==> src/rtl/id_operand_stage.sv <==
// ID pipeline register and operand collector: holds {pc, inst} from IF,
// resolves rj/rk-or-rd operands from regfile or forwarding, hands a stable bundle to EX.
module id_operand_stage #(
    parameter int CNT_W = 32
) (
    input  logic             clk,
    input  logic             resetn,
    input  logic             flush,
    input  logic             fs_to_ds_valid,
    input  logic [63:0]      fs_to_ds_bus,
    output logic             ds_allowin,
    output logic [4:0]       rf_raddr1,
    output logic [4:0]       rf_raddr2,
    input  logic [31:0]      rf_rdata1,
    input  logic [31:0]      rf_rdata2,
    input  logic             pause,
    input  logic             addr1_occur,
    input  logic [31:0]      addr1_forward,
    input  logic             addr2_occur,
    input  logic [31:0]      addr2_forward,
    input  logic             es_allowin,
    output logic             ds_to_es_valid,
    output logic [127:0]     ds_to_es_bus,
    output logic [CNT_W-1:0] stall_cnt
);

    logic             r_ds_valid;
    logic [63:0]      r_ds_bus;
    logic             r_op_locked;
    logic [31:0]      r_lat1;
    logic [31:0]      r_lat2;
    logic [CNT_W-1:0] r_stall_cnt;

    logic [31:0] w_inst;
    logic [4:0]  w_rj;
    logic [4:0]  w_rk;
    logic [4:0]  w_rd;
    logic        w_is_branch;
    logic        w_is_store;
    logic        w_src2_is_rd;
    logic [31:0] w_live1;
    logic [31:0] w_live2;
    logic [31:0] w_rj_value;
    logic [31:0] w_rkd_value;
    logic        w_ready_go;
    logic        w_accept;
    logic        w_lock_set;
    logic        w_stall;

    assign w_inst = r_ds_bus[31:0];
    assign w_rj   = w_inst[9:5];
    assign w_rk   = w_inst[14:10];
    assign w_rd   = w_inst[4:0];

    // Branches and stores read rd as their second source
    assign w_is_branch  = (w_inst[31:26] >= 6'h16) && (w_inst[31:26] <= 6'h1B);
    assign w_is_store   = (w_inst[31:22] >= 10'h0A4) && (w_inst[31:22] <= 10'h0A6);
    assign w_src2_is_rd = w_is_branch | w_is_store;

    // An empty stage presents r0 so the detector never stalls on stale fields
    assign rf_raddr1 = r_ds_valid ? w_rj : 5'd0;
    assign rf_raddr2 = r_ds_valid ? (w_src2_is_rd ? w_rd : w_rk) : 5'd0;

    assign w_live1 = addr1_occur ? addr1_forward : rf_rdata1;
    assign w_live2 = addr2_occur ? addr2_forward : rf_rdata2;

    assign w_rj_value  = r_op_locked ? r_lat1 : w_live1;
    assign w_rkd_value = r_op_locked ? r_lat2 : w_live2;

    assign w_ready_go     = r_op_locked | ~pause;
    assign ds_allowin     = ~r_ds_valid | (w_ready_go & es_allowin);
    assign ds_to_es_valid = r_ds_valid & w_ready_go & ~flush;
    assign ds_to_es_bus   = {r_ds_bus, w_rj_value, w_rkd_value};
    assign stall_cnt      = r_stall_cnt;

    assign w_accept   = ds_to_es_valid & es_allowin;
    assign w_lock_set = r_ds_valid & ~pause & ~r_op_locked
                      & ~es_allowin & ~flush;
    assign w_stall    = r_ds_valid & ~w_ready_go & ~flush;

    // Pipeline register: take a new instruction whenever the stage can accept
    always_ff @(posedge clk) begin
        if (!resetn) begin
            r_ds_valid <= 1'b0;
            r_ds_bus   <= 64'd0;
        end else begin
            if (flush) begin
                r_ds_valid <= 1'b0;
            end else if (ds_allowin) begin
                r_ds_valid <= fs_to_ds_valid;
            end
            if (ds_allowin && fs_to_ds_valid && !flush) begin
                r_ds_bus <= fs_to_ds_bus;
            end
        end
    end

    // Freeze resolved operands while EX is blocked; forwarding sources may drain
    always_ff @(posedge clk) begin
        if (!resetn) begin
            r_op_locked <= 1'b0;
            r_lat1      <= 32'd0;
            r_lat2      <= 32'd0;
        end else if (flush || w_accept) begin
            r_op_locked <= 1'b0;
        end else if (w_lock_set) begin
            r_op_locked <= 1'b1;
            r_lat1      <= w_live1;
            r_lat2      <= w_live2;
        end
    end

    // Saturating count of cycles the held instruction waited on the detector
    always_ff @(posedge clk) begin
        if (!resetn) begin
            r_stall_cnt <= '0;
        end else if (w_stall && (r_stall_cnt != {CNT_W{1'b1}})) begin
            r_stall_cnt <= r_stall_cnt + {{(CNT_W-1){1'b0}}, 1'b1};
        end
    end

endmodule
==> config.mk <==
export PLATFORM = sky130hd
export DESIGN_NAME = id_operand_stage
export DESIGN_NICKNAME = d
export VERILOG_FILES = /design/src/rtl/id_operand_stage.sv
export SDC_FILE = /design/constraint.sdc
export NUM_CORES = 1
export LEC_CHECK = 0
export BUFFER_PORTS_ARGS = -buffer_cell sky130_fd_sc_hd__buf_2
export CAP_MARGIN = 0
export CORE_AREA = 2 2 144 146
export DETAILED_ROUTE_END_ITERATION = 12
export DIE_AREA = 0 0 146 148
export PLACE_DENSITY = 0.67
export SETUP_SLACK_MARGIN = 0.02
export SLEW_MARGIN = 10
export SYNTH_ARGS = -nofsm -noshare
export SYNTH_HDL_FRONTEND = slang
export SYNTH_SLANG_ARGS = --single-unit
==> constraint.sdc <==
create_clock -name clk -period 5.57 [get_ports clk]
set_input_delay 0.557 -clock clk [delete_from_list [all_inputs] [get_ports clk]]
set_output_delay 0.557 -clock clk [all_outputs]
set_load 0.02 [all_outputs]
==> run_summary.xml, run 1 <==
<?xml version="1.0" encoding="UTF-8"?>
<metrics>
  <group name="run_status">
    <metric name="result_of_the_run" unit="">finished, final reports clean</metric>
  </group>
  <group name="grt">
    <metric name="grt_antenna_before_repair" unit="">1</metric>
    <metric name="grt_pass1_wl" unit="um">36830</metric>
    <metric name="largest_net_degree_at_the_start_of_global_routing" unit="">94</metric>
    <metric name="globalRoute.totalOverflow" unit="">0</metric>
    <metric name="via_count_of_the_first_global_routing_pass" unit="">7067</metric>
    <metric name="grt.total_usage" unit="%">21.24</metric>
  </group>
  <group name="routing">
    <metric name="avgViaCountPerCell" unit="">5.015</metric>
    <metric name="drtAntennaViolNets" unit="">0</metric>
    <metric name="first_drt_pass_iteration_count" unit="">4</metric>
    <metric name="dr_total_vias" unit="">7458</metric>
    <metric name="route.detailed.drc" unit="">0</metric>
    <metric name="drt-wirelength-per-cell" unit="um">16.25</metric>
    <metric name="wl" unit="um">24160</metric>
    <metric name="drt_iter0_drc" unit="">273</metric>
  </group>
  <group name="timing">
    <metric name="fin_setup_tns" unit="ns">0</metric>
    <metric name="worst_pin_slew" unit="ns">1.006</metric>
    <metric name="rsz0062_at_grt" unit="">false</metric>
    <metric name="final_cycle_share" unit="%">53.24</metric>
    <metric name="timing.fmax" unit="MHz">337.2</metric>
    <metric name="setup_violations" unit="">0</metric>
    <metric name="fin_skew" unit="ns">0.01298</metric>
    <metric name="slew_headroom" unit="%">32.95</metric>
    <metric name="report.final.hold_viol_count" unit="">0</metric>
    <metric name="slew_violations" unit="">0</metric>
    <metric name="period_needed" unit="ns">2.965</metric>
  </group>
  <group name="layout">
    <metric name="fillers" unit="">1914</metric>
    <metric name="area_growth_syn_to_layout" unit="%">33.15</metric>
    <metric name="layoutNonFillerInstCount" unit="">1487</metric>
    <metric name="final_layout_size_suffix_gt1_share" unit="%">45.03</metric>
    <metric name="num-nets-final" unit="">1405</metric>
    <metric name="num_antenna_cells" unit="">0</metric>
  </group>
  <group name="cts">
    <metric name="numCtsBuffers" unit="">17</metric>
    <metric name="number_of_h_tree_branching_levels" unit="">4</metric>
    <metric name="numClockSinks" unit="">162</metric>
    <metric name="cts_root_buffer" unit="">clkbuf_16</metric>
    <metric name="cts_resized" unit="">0</metric>
    <metric name="cts_hold_buffers" unit="">0</metric>
    <metric name="clock_latency" unit="ns">0.43</metric>
    <metric name="clk_pin_slew" unit="ns">0.08</metric>
    <metric name="number_of_setup_buffers_added_after_cts" unit="">0</metric>
    <metric name="clockBufferDepth" unit="">2</metric>
    <metric name="tritoncts" unit="">done</metric>
  </group>
  <group name="synthesis">
    <metric name="synth.yosys.seq_area_share" unit="%">41.08</metric>
    <metric name="yosysUniqueCellTypes" unit="">42</metric>
    <metric name="synth_most_common_cell" unit="">dfxtp_1</metric>
    <metric name="synth.yosys.warnings" unit="">0</metric>
    <metric name="synthTopCellsByArea" unit="">dfxtp_1, mux2_2, mux2i_1</metric>
    <metric name="synth.ff_latch_count" unit="">162</metric>
    <metric name="synth_enable_flop_cells" unit="">0</metric>
    <metric name="synth_common_cells" unit="">dfxtp_1, nand2_1, mux2_2, a21oi_1, mux2i_1</metric>
    <metric name="yosysTopAreaCell" unit="">dfxtp_1</metric>
    <metric name="synthFlopType" unit="">dfxtp_1</metric>
    <metric name="syn_area" unit="sq um">7895</metric>
    <metric name="synth_async_sr_flop_share" unit="%">0</metric>
    <metric name="synthesis.instances" unit="">871</metric>
    <metric name="syn_avg_cell_area" unit="sq um">9.064</metric>
    <metric name="synth.net_count" unit="">1072</metric>
    <metric name="synth_top_area_share" unit="%">41.08</metric>
  </group>
  <group name="critical_path">
    <metric name="timing.critical_path.buf_inv" unit="">3</metric>
    <metric name="worstPathMaxFanout" unit="">37</metric>
    <metric name="data_required_time_at_the_worst_endpoint" unit="ns">5.01</metric>
    <metric name="endpoint_kind" unit="">output port</metric>
    <metric name="max_stage_delay" unit="ns">0.56</metric>
    <metric name="worst_path_class_setup" unit="">reg2out</metric>
    <metric name="worstSetupStartpointType" unit="">flip-flop</metric>
    <metric name="crit_arrival" unit="ns">2.41</metric>
    <metric name="crit_chain" unit="">inv_2, buf_4, mux2_2, buf_2</metric>
    <metric name="critical_path.slowest_cell" unit="">buf_4</metric>
    <metric name="critPathTopFamily" unit="">buffers and inverters</metric>
  </group>
  <group name="floorplanning">
    <metric name="die_width" unit="um">146</metric>
    <metric name="die_area" unit="sq um">21610</metric>
    <metric name="std_cell_rows" unit="">52</metric>
    <metric name="initial_cell_density_of_the_core" unit="%">39.40</metric>
    <metric name="core_area" unit="sq um">20040</metric>
    <metric name="boundaryPins" unit="">372</metric>
    <metric name="fp.dieH" unit="um">148</metric>
  </group>
  <group name="power_and_ir_drop">
    <metric name="power_density" unit="nW/um^2">273.9</metric>
    <metric name="p_leak" unit="nW">4.495</metric>
    <metric name="total_power" unit="mW">2.879</metric>
    <metric name="peakVddDrop" unit="V">0.0001993</metric>
  </group>
  <group name="placed_design">
    <metric name="placement.io_buffers" unit="">371</metric>
    <metric name="numPlacedInstances" unit="">1455</metric>
    <metric name="dp.final_hpwl" unit="um">17430</metric>
    <metric name="place.gp.congestion" unit="">0.7896</metric>
  </group>
  <group name="flow_run">
    <metric name="maxCapViolations" unit="">0</metric>
  </group>
  <group name="min_path">
    <metric name="tightest_hold_check_type" unit="">in2reg</metric>
  </group>
</metrics>
==> final timing paths <==
check,from,to,slack [ns],cells past startpoint
worst max-delay path,r_op_locked,ds_to_es_bus[9],2.60,4
worst min-delay path,fs_to_ds_bus[45],r_ds_bus[45],0.35,3
worst max register to register,r_ds_valid,r_lat2[3],2.97,6
worst min register to register,r_ds_bus[60],r_ds_bus[60],0.45,2
==> metrics by stage <==
stage	area, sq um	worst slack, ns	util (%)	hold slack [ns]
finish	10510	2.605	52.46	0.3522
global route	10510	2.401	52.46	0.3333
CTS	10510	2.529	52.46	0.3373
detailed placement	9881	2.903	49.31	0.4429
global placement	9881	2.927	49.31	0.4383
floorplan	7895	3.247	-	0.4561
==> kinds of logic after synthesis <==
| family | share of synthesized area (%) |
|---|---|
| adder cells (fa/ha/maj) | 0.1585 |
| XOR/XNOR | 0.2219 |
| buffers and inverters | 3.772 |
| flip-flops | 41.08 |
| multiplexers | 27.26 |
| AO/OA/AOI/OAI | 8.906 |
| AND/OR/NAND/NOR | 18.61 |
==> worst reg2reg max path: stages (launching register included) <==
cell and delay (ns):
dfxtp_1 0.66, nand2b_1 0.18, nor4_2 0.17, buf_4 0.48, buf_4 0.62, mux2i_1 0.30
nor2_1 0.06
==> final cells by class <==
type / count / area, sq um / share of cell area (%)
clock buffer: 17 / 425.4 / 4.047
clock inverter: 15 / 206.4 / 1.964
inverter: 6 / 25.02 / 0.2380
multi-input combinational: 639 / 4365 / 41.53
sequential: 162 / 3243 / 30.85
tap: 270 / 337.8 / 3.214
timing repair buffer: 378 / 1909 / 18.16
==> report_power, final <==
group          internal, mW  switching (mW)
Sequential             1.18          0.0166
Clock                 0.730           0.541
Combinational         0.178           0.229
==> cells in the final DEF (no fill, tap or decap), types with 2 or more instances in the layout <==
cell       count
clkbuf_16     17
mux2_2       128
inv_8          5
dfxtp_1      162
a211oi_1       2
a21oi_1       91
or3_1         11
a31oi_1        2
nand2_1      144
and3_1         6
nor3_1         2
and4_1         8
inv_6          6
mux2i_1       71
nor4_1         2
nand2b_1       6
o31ai_1       15
nor2_1        70
buf_2        371
a21boi_0       2
or4_1         14
and2_1         9
nor2b_1        7
bufinv_16      3
and4_4         2
nand3_1        9
o21ai_0       11
buf_4          7
nand4_1       11
inv_1          4
==> registers in the layout (all words and copies together) (netlist names) <==
| signal | cells |
|---|---|
| r_lat2 | 32 |
| r_lat1 | 32 |
| r_ds_bus | 64 |
| r_ds_valid | 1 |
| r_op_locked | 1 |
| stall_cnt | 32 |
==> layer usage <==
metal  track usage, %  wire length [um]  vias to the layer above
li1                 -                 -                     3737
met1            24.59              9896                     3423
met2            37.92             12040                      278
met3            6.883              1941                       20
met4            5.534               289                        0
met5                0                 0                        -
No activity file was read; power rests on OpenSTA's default activity.
==> run 2: changes to the inputs <==
--- a/config.mk
+++ b/config.mk
@@ -7,10 +7,10 @@
 export LEC_CHECK = 0
 export BUFFER_PORTS_ARGS = -buffer_cell sky130_fd_sc_hd__buf_2
 export CAP_MARGIN = 0
-export CORE_AREA = 2 2 144 146
+export CORE_AREA = 2 2 143 145
 export DETAILED_ROUTE_END_ITERATION = 12
-export DIE_AREA = 0 0 146 148
-export PLACE_DENSITY = 0.67
+export DIE_AREA = 0 0 145 147
+export PLACE_DENSITY = 0.7
 export SETUP_SLACK_MARGIN = 0.02
 export SLEW_MARGIN = 10
 export SYNTH_ARGS = -nofsm -noshare
==> constraint.sdc (replaced) <==
create_clock -name clk -period 2.4 [get_ports clk]
set_input_delay 0.24 -clock clk [delete_from_list [all_inputs] [get_ports clk]]
set_output_delay 0.24 -clock clk [all_outputs]
set_load 0.02 [all_outputs]
==> run_summary.xml, run 2 (same netlist as run 1, synthesis figures left out) <==
<?xml version="1.0" encoding="UTF-8"?>
<metrics>
  <group name="run_status">
    <metric name="result_of_the_run" unit="">finished, final reports clean</metric>
  </group>
  <group name="critical_path">
    <metric name="worst_path_class_setup" unit="">reg2out</metric>
    <metric name="critical_path.startpoint" unit="">r_ds_bus[27]</metric>
    <metric name="worst_r2r_endpoint" unit="">stall_cnt[6]</metric>
    <metric name="reg2reg_setup_slack" unit="ns">0.33</metric>
    <metric name="timing.critical_path.buf_inv" unit="">2</metric>
    <metric name="crit_arrival" unit="ns">1.99</metric>
    <metric name="critical_path.slowest_cell" unit="">dfxtp_1</metric>
    <metric name="reg2regPathDepth" unit="">6</metric>
    <metric name="worstSetupStartpointType" unit="">flip-flop</metric>
    <metric name="crit_chain" unit="">nor4bb_4, nand3_1, a21oi_2, buf_6, mux2i_2, nor2b_1, buf_2</metric>
    <metric name="endpoint_kind" unit="">output port</metric>
    <metric name="worstPathMaxFanout" unit="">5</metric>
    <metric name="critical_path_cell_count" unit="">7</metric>
    <metric name="data_required_time_at_the_worst_endpoint" unit="ns">2.16</metric>
    <metric name="critPathTopFamily" unit="">simple AND/OR/NAND/NOR gates</metric>
    <metric name="crit-reg2reg-launch" unit="">stall_cnt[0]</metric>
    <metric name="max_stage_delay" unit="ns">0.39</metric>
    <metric name="endpoint" unit="">rf_raddr2[2]</metric>
  </group>
  <group name="placed_design">
    <metric name="place.gp.congestion" unit="">0.8511</metric>
    <metric name="placement.io_buffers" unit="">371</metric>
    <metric name="placed_standard_cell_area" unit="sq um">10070</metric>
    <metric name="numPlacedInstances" unit="">1467</metric>
    <metric name="dp.final_hpwl" unit="um">17920</metric>
  </group>
  <group name="routing">
    <metric name="avgViaCountPerCell" unit="">5.032</metric>
    <metric name="dr_total_vias" unit="">7563</metric>
    <metric name="route.detailed.drc" unit="">0</metric>
    <metric name="drt-wirelength-per-cell" unit="um">16.12</metric>
    <metric name="first_drt_pass_iteration_count" unit="">5</metric>
    <metric name="drtAntennaViolNets" unit="">0</metric>
    <metric name="wl" unit="um">24230</metric>
    <metric name="drt_iter0_drc" unit="">237</metric>
  </group>
  <group name="layout">
    <metric name="layoutNonFillerInstCount" unit="">1503</metric>
    <metric name="area_growth_syn_to_layout" unit="%">35.26</metric>
    <metric name="final_layout_size_suffix_gt1_share" unit="%">45.81</metric>
    <metric name="largest_register_ffs" unit="">64</metric>
    <metric name="num-nets-final" unit="">1417</metric>
    <metric name="commonest_non_fill_non_tap_cell_in_the_layout" unit="">buf_2</metric>
    <metric name="fin_area" unit="sq um">10680</metric>
    <metric name="fillers" unit="">1830</metric>
    <metric name="most_frequent_cells_in_the_layout" unit="">buf_2, dfxtp_1, nand2_1, mux2_2, a21oi_1</metric>
    <metric name="top_register_by_number_of_flip_flops" unit="">r_ds_bus</metric>
  </group>
  <group name="timing">
    <metric name="fin_skew" unit="ns">0.01399</metric>
    <metric name="setup_violations" unit="">0</metric>
    <metric name="slew_violations" unit="">0</metric>
    <metric name="worst_hold_slack" unit="ns">0.04852</metric>
    <metric name="rsz0062_at_grt" unit="">false</metric>
    <metric name="period_needed" unit="ns">2.234</metric>
    <metric name="report.final.hold_viol_count" unit="">0</metric>
    <metric name="worst_pin_slew" unit="ns">0.6458</metric>
    <metric name="slew_headroom" unit="%">56.95</metric>
    <metric name="timing.fmax" unit="MHz">447.7</metric>
    <metric name="final_cycle_share" unit="%">93.07</metric>
    <metric name="fin_setup_tns" unit="ns">0</metric>
  </group>
  <group name="power_and_ir_drop">
    <metric name="peakVddDrop" unit="V">0.0004613</metric>
    <metric name="p_leak" unit="nW">4.561</metric>
    <metric name="power_density" unit="nW/um^2">600.0</metric>
  </group>
  <group name="floorplanning">
    <metric name="fp.dieH" unit="um">147</metric>
    <metric name="initial_cell_density_of_the_core" unit="%">39.79</metric>
    <metric name="core_area" unit="sq um">19840</metric>
    <metric name="die_area" unit="sq um">21320</metric>
    <metric name="boundaryPins" unit="">372</metric>
    <metric name="die_width" unit="um">145</metric>
    <metric name="std_cell_rows" unit="">52</metric>
  </group>
  <group name="grt">
    <metric name="global_routing_met1_resource_utilization" unit="%">24.76</metric>
    <metric name="largest_net_degree_at_the_start_of_global_routing" unit="">65</metric>
    <metric name="grt.total_usage" unit="%">21.91</metric>
    <metric name="grt_antenna_before_repair" unit="">2</metric>
    <metric name="grt_pass1_wl" unit="um">37470</metric>
    <metric name="grtUsageMet3" unit="%">7.081</metric>
    <metric name="met2_capacity_usage_during_global_routing" unit="%">38.48</metric>
    <metric name="globalRoute.busiestLayer" unit="">met2</metric>
    <metric name="via_count_of_the_first_global_routing_pass" unit="">7319</metric>
    <metric name="globalRoute.totalOverflow" unit="">0</metric>
  </group>
  <group name="cts">
    <metric name="clockBufferDepth" unit="">2</metric>
    <metric name="number_of_h_tree_branching_levels" unit="">4</metric>
    <metric name="number_of_setup_buffers_added_after_cts" unit="">0</metric>
    <metric name="tritoncts" unit="">done</metric>
    <metric name="clk_pin_slew" unit="ns">0.07</metric>
    <metric name="clock_latency" unit="ns">0.42</metric>
    <metric name="numClockSinks" unit="">162</metric>
    <metric name="cts_root_buffer" unit="">clkbuf_16</metric>
    <metric name="numCtsBuffers" unit="">17</metric>
  </group>
  <group name="min_path">
    <metric name="timing.hold.worst_path_depth" unit="">3</metric>
    <metric name="tightest_hold_check_type" unit="">in2reg</metric>
  </group>
  <group name="flow_run">
    <metric name="maxCapViolations" unit="">0</metric>
  </group>
</metrics>
[run 2: cell count changes in the layout (fill, tap and decap cells not counted), sizes merged, moves of 4 or more]
cell | before | now
buf | 378 | 390
clkinv | 0 | 5
diode | 0 | 4
inv | 17 | 10
[run 2: tightest hold or removal path: cells and delay by family]
kind | cells | cell delay, ns
AOI/OAI and AO/OA | 1 | 0.05
buffers and inverters | 1 | 0.09
and+or+nand+nor | 1 | 0.04
[run 2: worst min-delay path by stage]
stage | from | to | slack (ns)
global placement | r_ds_bus[58] | r_ds_bus[58] | 0.44
global route | fs_to_ds_bus[12] | r_ds_bus[12] | 0.04
finish | fs_to_ds_bus[47] | r_ds_bus[47] | 0.05
detailed placement | r_ds_bus[36] | r_ds_bus[36] | 0.45
floorplan | es_allowin | r_op_locked | 0.35
CTS | fs_to_ds_bus[47] | r_ds_bus[47] | 0.03
[run 2: repair_timing]
item / CTS / global route
hold buffers: 0 / 0
resized for setup: 0 / 6
setup endpoints to repair: 0 / 5
[run 2: layer usage]
metal | part of all wire [%] | up-vias
li1 | - | 3740
met4 | 2.6 | 0
met3 | 8.0 | 43
met1 | 40 | 3478
met2 | 49 | 302
met5 | 0 | -
[run 2: metrics by stage]
step / worst slack [ns] / util [%] / total power [mW]
6_report: 0.1664 / 53.81 / 6.408
5_1_grt: 0.02029 / 53.79 / 6.667
4_1_cts: 0.06700 / 53.62 / 6.476
3_5_place_dp: 0.3519 / 50.75 / 3.812
3_3_place_gp: 0.4329 / 50.75 / 3.800
2_1_floorplan: 0.3210 / - / 3.407
[run 2: final cells by class]
class | instances | area [sq um] | share of cell area [%]
sequential | 162 | 3243 | 30.37
multi-input combinational | 639 | 4390 | 41.11
clock inverter | 13 | 126.4 | 1.183
clock buffer | 19 | 442.9 | 4.148
tap | 270 | 337.8 | 3.163
inverter | 6 | 25.02 | 0.2343
timing repair buffer | 390 | 2103 | 19.70
antenna | 4 | 10.01 | 0.09373
[run 2: power by group]
| group | internal, mW | leakage (nW) | switching, mW | total [mW] |
|---|---|---|---|---|
| Clock | 1.47 | 0.272 | 1.18 | 2.66 |
| Sequential | 2.75 | 1.31 | 0.0377 | 2.79 |
| Combinational | 0.431 | 2.98 | 0.533 | 0.965 |
==> run 3: changes to the inputs <==
--- a/config.mk
+++ b/config.mk
@@ -5,11 +5,12 @@
 export SDC_FILE = /design/constraint.sdc
 export NUM_CORES = 1
 export LEC_CHECK = 0
+export ABC_AREA = 1
 export BUFFER_PORTS_ARGS = -buffer_cell sky130_fd_sc_hd__buf_2
 export CAP_MARGIN = 0
-export CORE_AREA = 2 2 143 145
+export CORE_AREA = 2 2 145 147
 export DETAILED_ROUTE_END_ITERATION = 12
-export DIE_AREA = 0 0 145 147
+export DIE_AREA = 0 0 147 149
 export PLACE_DENSITY = 0.7
 export SETUP_SLACK_MARGIN = 0.02
 export SLEW_MARGIN = 10
==> run_summary.xml, run 3 <==
<?xml version="1.0" encoding="UTF-8"?>
<metrics>
  <group name="run_status">
    <metric name="result_of_the_run" unit="">finished, final reports clean</metric>
  </group>
  <group name="grt">
    <metric name="via_count_of_the_first_global_routing_pass" unit="">7391</metric>
    <metric name="grt.total_usage" unit="%">21.71</metric>
    <metric name="grt_antenna_before_repair" unit="">2</metric>
    <metric name="grt_pass1_wl" unit="um">38150</metric>
    <metric name="largest_net_degree_at_the_start_of_global_routing" unit="">129</metric>
    <metric name="globalRoute.totalOverflow" unit="">0</metric>
  </group>
  <group name="routing">
    <metric name="drtAntennaViolNets" unit="">0</metric>
    <metric name="route.detailed.drc" unit="">0</metric>
    <metric name="wl" unit="um">24800</metric>
    <metric name="drt_iter0_drc" unit="">440</metric>
    <metric name="first_drt_pass_iteration_count" unit="">5</metric>
    <metric name="avgViaCountPerCell" unit="">4.807</metric>
    <metric name="drt-wirelength-per-cell" unit="um">14.29</metric>
    <metric name="dr_total_vias" unit="">8341</metric>
  </group>
  <group name="min_path">
    <metric name="hp-start" unit="">flush</metric>
    <metric name="timing.hold.worst_path_depth" unit="">2</metric>
    <metric name="tightest_hold_check_type" unit="">in2reg</metric>
    <metric name="worst_hold_path.endpoint" unit="">r_op_locked</metric>
  </group>
  <group name="critical_path">
    <metric name="endpoint_kind" unit="">output port</metric>
    <metric name="crit-reg2reg-launch" unit="">stall_cnt[0]</metric>
    <metric name="reg2reg_setup_slack" unit="ns">0.34</metric>
    <metric name="reg2regPathDepth" unit="">10</metric>
    <metric name="worst_path_class_setup" unit="">reg2out</metric>
    <metric name="worstPathMaxFanout" unit="">6</metric>
    <metric name="worstSetupStartpointType" unit="">flip-flop</metric>
    <metric name="worst_r2r_endpoint" unit="">stall_cnt[9]</metric>
    <metric name="data_required_time_at_the_worst_endpoint" unit="ns">2.16</metric>
    <metric name="crit_arrival" unit="ns">1.84</metric>
  </group>
  <group name="timing">
    <metric name="fin_skew" unit="ns">0.01051</metric>
    <metric name="final_cycle_share" unit="%">86.77</metric>
    <metric name="worst_pin_slew" unit="ns">0.6555</metric>
    <metric name="slew_headroom" unit="%">56.30</metric>
    <metric name="rsz0062_at_grt" unit="">false</metric>
    <metric name="worst_hold_slack" unit="ns">0.03462</metric>
    <metric name="period_needed" unit="ns">2.083</metric>
    <metric name="report.final.hold_viol_count" unit="">0</metric>
    <metric name="setup_violations" unit="">0</metric>
    <metric name="timing.fmax" unit="MHz">480.2</metric>
    <metric name="fin_setup_tns" unit="ns">0</metric>
    <metric name="slew_violations" unit="">0</metric>
  </group>
  <group name="cts">
    <metric name="number_of_h_tree_branching_levels" unit="">4</metric>
    <metric name="numCtsBuffers" unit="">17</metric>
    <metric name="numClockSinks" unit="">162</metric>
    <metric name="clk_pin_slew" unit="ns">0.07</metric>
    <metric name="clock_latency" unit="ns">0.43</metric>
    <metric name="cts_hold_buffers" unit="">0</metric>
    <metric name="clockBufferDepth" unit="">2</metric>
    <metric name="cts_root_buffer" unit="">clkbuf_16</metric>
    <metric name="tritoncts" unit="">done</metric>
  </group>
  <group name="synthesis">
    <metric name="yosysTopAreaCell" unit="">dfxtp_1</metric>
    <metric name="synth.net_count" unit="">1311</metric>
    <metric name="syn_avg_cell_area" unit="sq um">7.313</metric>
    <metric name="synth_common_cells" unit="">nor2_1, nand2_1, dfxtp_1, o21ai_0, a211oi_1</metric>
    <metric name="synthesis.instances" unit="">1110</metric>
    <metric name="synth.ff_latch_count" unit="">162</metric>
    <metric name="synth_enable_flop_cells" unit="">0</metric>
    <metric name="synth_most_common_cell" unit="">nor2_1</metric>
    <metric name="synthFlopType" unit="">dfxtp_1</metric>
    <metric name="synth_top_area_share" unit="%">39.95</metric>
    <metric name="yosysUniqueCellTypes" unit="">33</metric>
    <metric name="synth_async_sr_flop_share" unit="%">0</metric>
    <metric name="synth.yosys.warnings" unit="">0</metric>
    <metric name="synth.yosys.seq_area_share" unit="%">39.95</metric>
    <metric name="syn_area" unit="sq um">8118</metric>
    <metric name="synthTopCellsByArea" unit="">dfxtp_1, nor2_1, nand2_1</metric>
  </group>
  <group name="floorplanning">
    <metric name="die_area" unit="sq um">21900</metric>
    <metric name="fp.dieH" unit="um">149</metric>
    <metric name="core_area" unit="sq um">20560</metric>
    <metric name="boundaryPins" unit="">372</metric>
    <metric name="die_width" unit="um">147</metric>
    <metric name="initial_cell_density_of_the_core" unit="%">39.49</metric>
    <metric name="std_cell_rows" unit="">53</metric>
  </group>
  <group name="placed_design">
    <metric name="dp.final_hpwl" unit="um">18280</metric>
    <metric name="placement.io_buffers" unit="">371</metric>
    <metric name="place.gp.congestion" unit="">0.8782</metric>
    <metric name="placed_standard_cell_area" unit="sq um">10180</metric>
  </group>
  <group name="flow_run">
    <metric name="maxCapViolations" unit="">0</metric>
  </group>
  <group name="power_and_ir_drop">
    <metric name="power_switching_share" unit="%">29.34</metric>
    <metric name="p_leak" unit="nW">4.800</metric>
    <metric name="total_power" unit="mW">6.434</metric>
    <metric name="peakVddDrop" unit="V">0.0004349</metric>
    <metric name="power.share.sequential" unit="%">44.0</metric>
    <metric name="clock_power_share" unit="%">40.6</metric>
    <metric name="combPwrFrac" unit="%">15.4</metric>
    <metric name="power_switching" unit="mW">1.888</metric>
    <metric name="power_density" unit="nW/um^2">598.9</metric>
    <metric name="power.internal" unit="mW">4.546</metric>
  </group>
  <group name="layout">
    <metric name="num-nets-final" unit="">1647</metric>
    <metric name="commonest_non_fill_non_tap_cell_in_the_layout" unit="">buf_2</metric>
    <metric name="most_frequent_cells_in_the_layout" unit="">buf_2, nor2_1, nand2_1, dfxtp_1, o21ai_0</metric>
    <metric name="area_growth_syn_to_layout" unit="%">32.34</metric>
    <metric name="top_register_by_number_of_flip_flops" unit="">r_ds_bus</metric>
    <metric name="fin_area" unit="sq um">10740</metric>
    <metric name="final_layout_size_suffix_gt1_share" unit="%">33.17</metric>
    <metric name="largest_register_ffs" unit="">64</metric>
  </group>
</metrics>
run 3: stage by stage:
step           std cells  utilization [%]  worst slack [ns]
6_report            1735            52.26            0.3174
3_3_place_gp        1702            49.51            0.3305
5_1_grt             1734            52.25            0.1540
2_1_floorplan       1110                -            0.5768
4_1_cts             1734            52.23            0.2216
3_5_place_dp        1702            49.51            0.2376
run 3: timing repair:
action	4_1_cts	5_1_grt
buffers inserted	0	0
setup endpoints to repair	0	1
resized for setup	0	2
run 3: worst max-delay path by stage:
stage | start | cells past startpoint | to | slack, ns
floorplan | stall_cnt[1] | 11 | stall_cnt[5] | 0.58
global placement | stall_cnt[0] | 10 | stall_cnt[25] | 0.33
detailed placement | stall_cnt[0] | 10 | stall_cnt[13] | 0.24
CTS | stall_cnt[0] | 10 | stall_cnt[9] | 0.22
global route | stall_cnt[0] | 10 | stall_cnt[31] | 0.15
finish | r_ds_bus[24] | 9 | rf_raddr2[2] | 0.32
run 3: kinds of logic (layout without fill, tap and decap cells):
logic type | count (synthesis) | after routing | share of synthesized area (%)
buffers and inverters | 116 | 465 | 6.366
other | 0 | 1 | 0
and+or+nand+nor | 520 | 520 | 26.79
DFF | 162 | 162 | 39.95
muxes | 64 | 64 | 7.891
adders and majority gates | 1 | 1 | 0.1541
AOI/OAI and AO/OA | 233 | 233 | 17.34
xor gates and xnor gates | 14 | 14 | 1.510
run 3: critical path, stage by stage, from the launching register on:
cell	delay (ns)
dfxtp_1	0.33
inv_1	0.05
nor3_1	0.15
nand2_1	0.07
nand2_1	0.06
nand3_1	0.18
inv_1	0.21
nor2_1	0.08
nor2_1	0.12
buf_2	0.17
run 3: power by group through the flow:
| stage | clock [mW] | sequential, mW | combinational (mW) |
|---|---|---|---|
| 2_1_floorplan | 0 | 2.98 | 0.478 |
| 3_3_place_gp | 0 | 2.89 | 0.990 |
| 3_5_place_dp | 0 | 2.89 | 0.999 |
| 4_1_cts | 2.68 | 2.83 | 1.00 |
| 5_1_grt | 2.80 | 2.84 | 1.08 |
| 6_report | 2.61 | 2.83 | 0.994 |
run 3: metal layers:
metal	wire length, um	GRT usage, %	vias up
met5	13	0	-
met4	512	7.067	2
met3	1720	6.300	33
met2	11880	36.48	270
met1	10670	26.95	3687
li1	-	-	4349
run 3: area by class of cell:
cell class                      instances  area [sq um]
Timing Repair Buffer                  389          2054
Sequential cell                       162          3247
Clock inverter                         13         116.4
Clock buffer                           19         442.9
Multi-Input combinational cell        832          4367
Tap cell                              275         344.1
Antenna cell                            1         2.502
Inverter                               44         168.9
Fill cell                            2041          9814
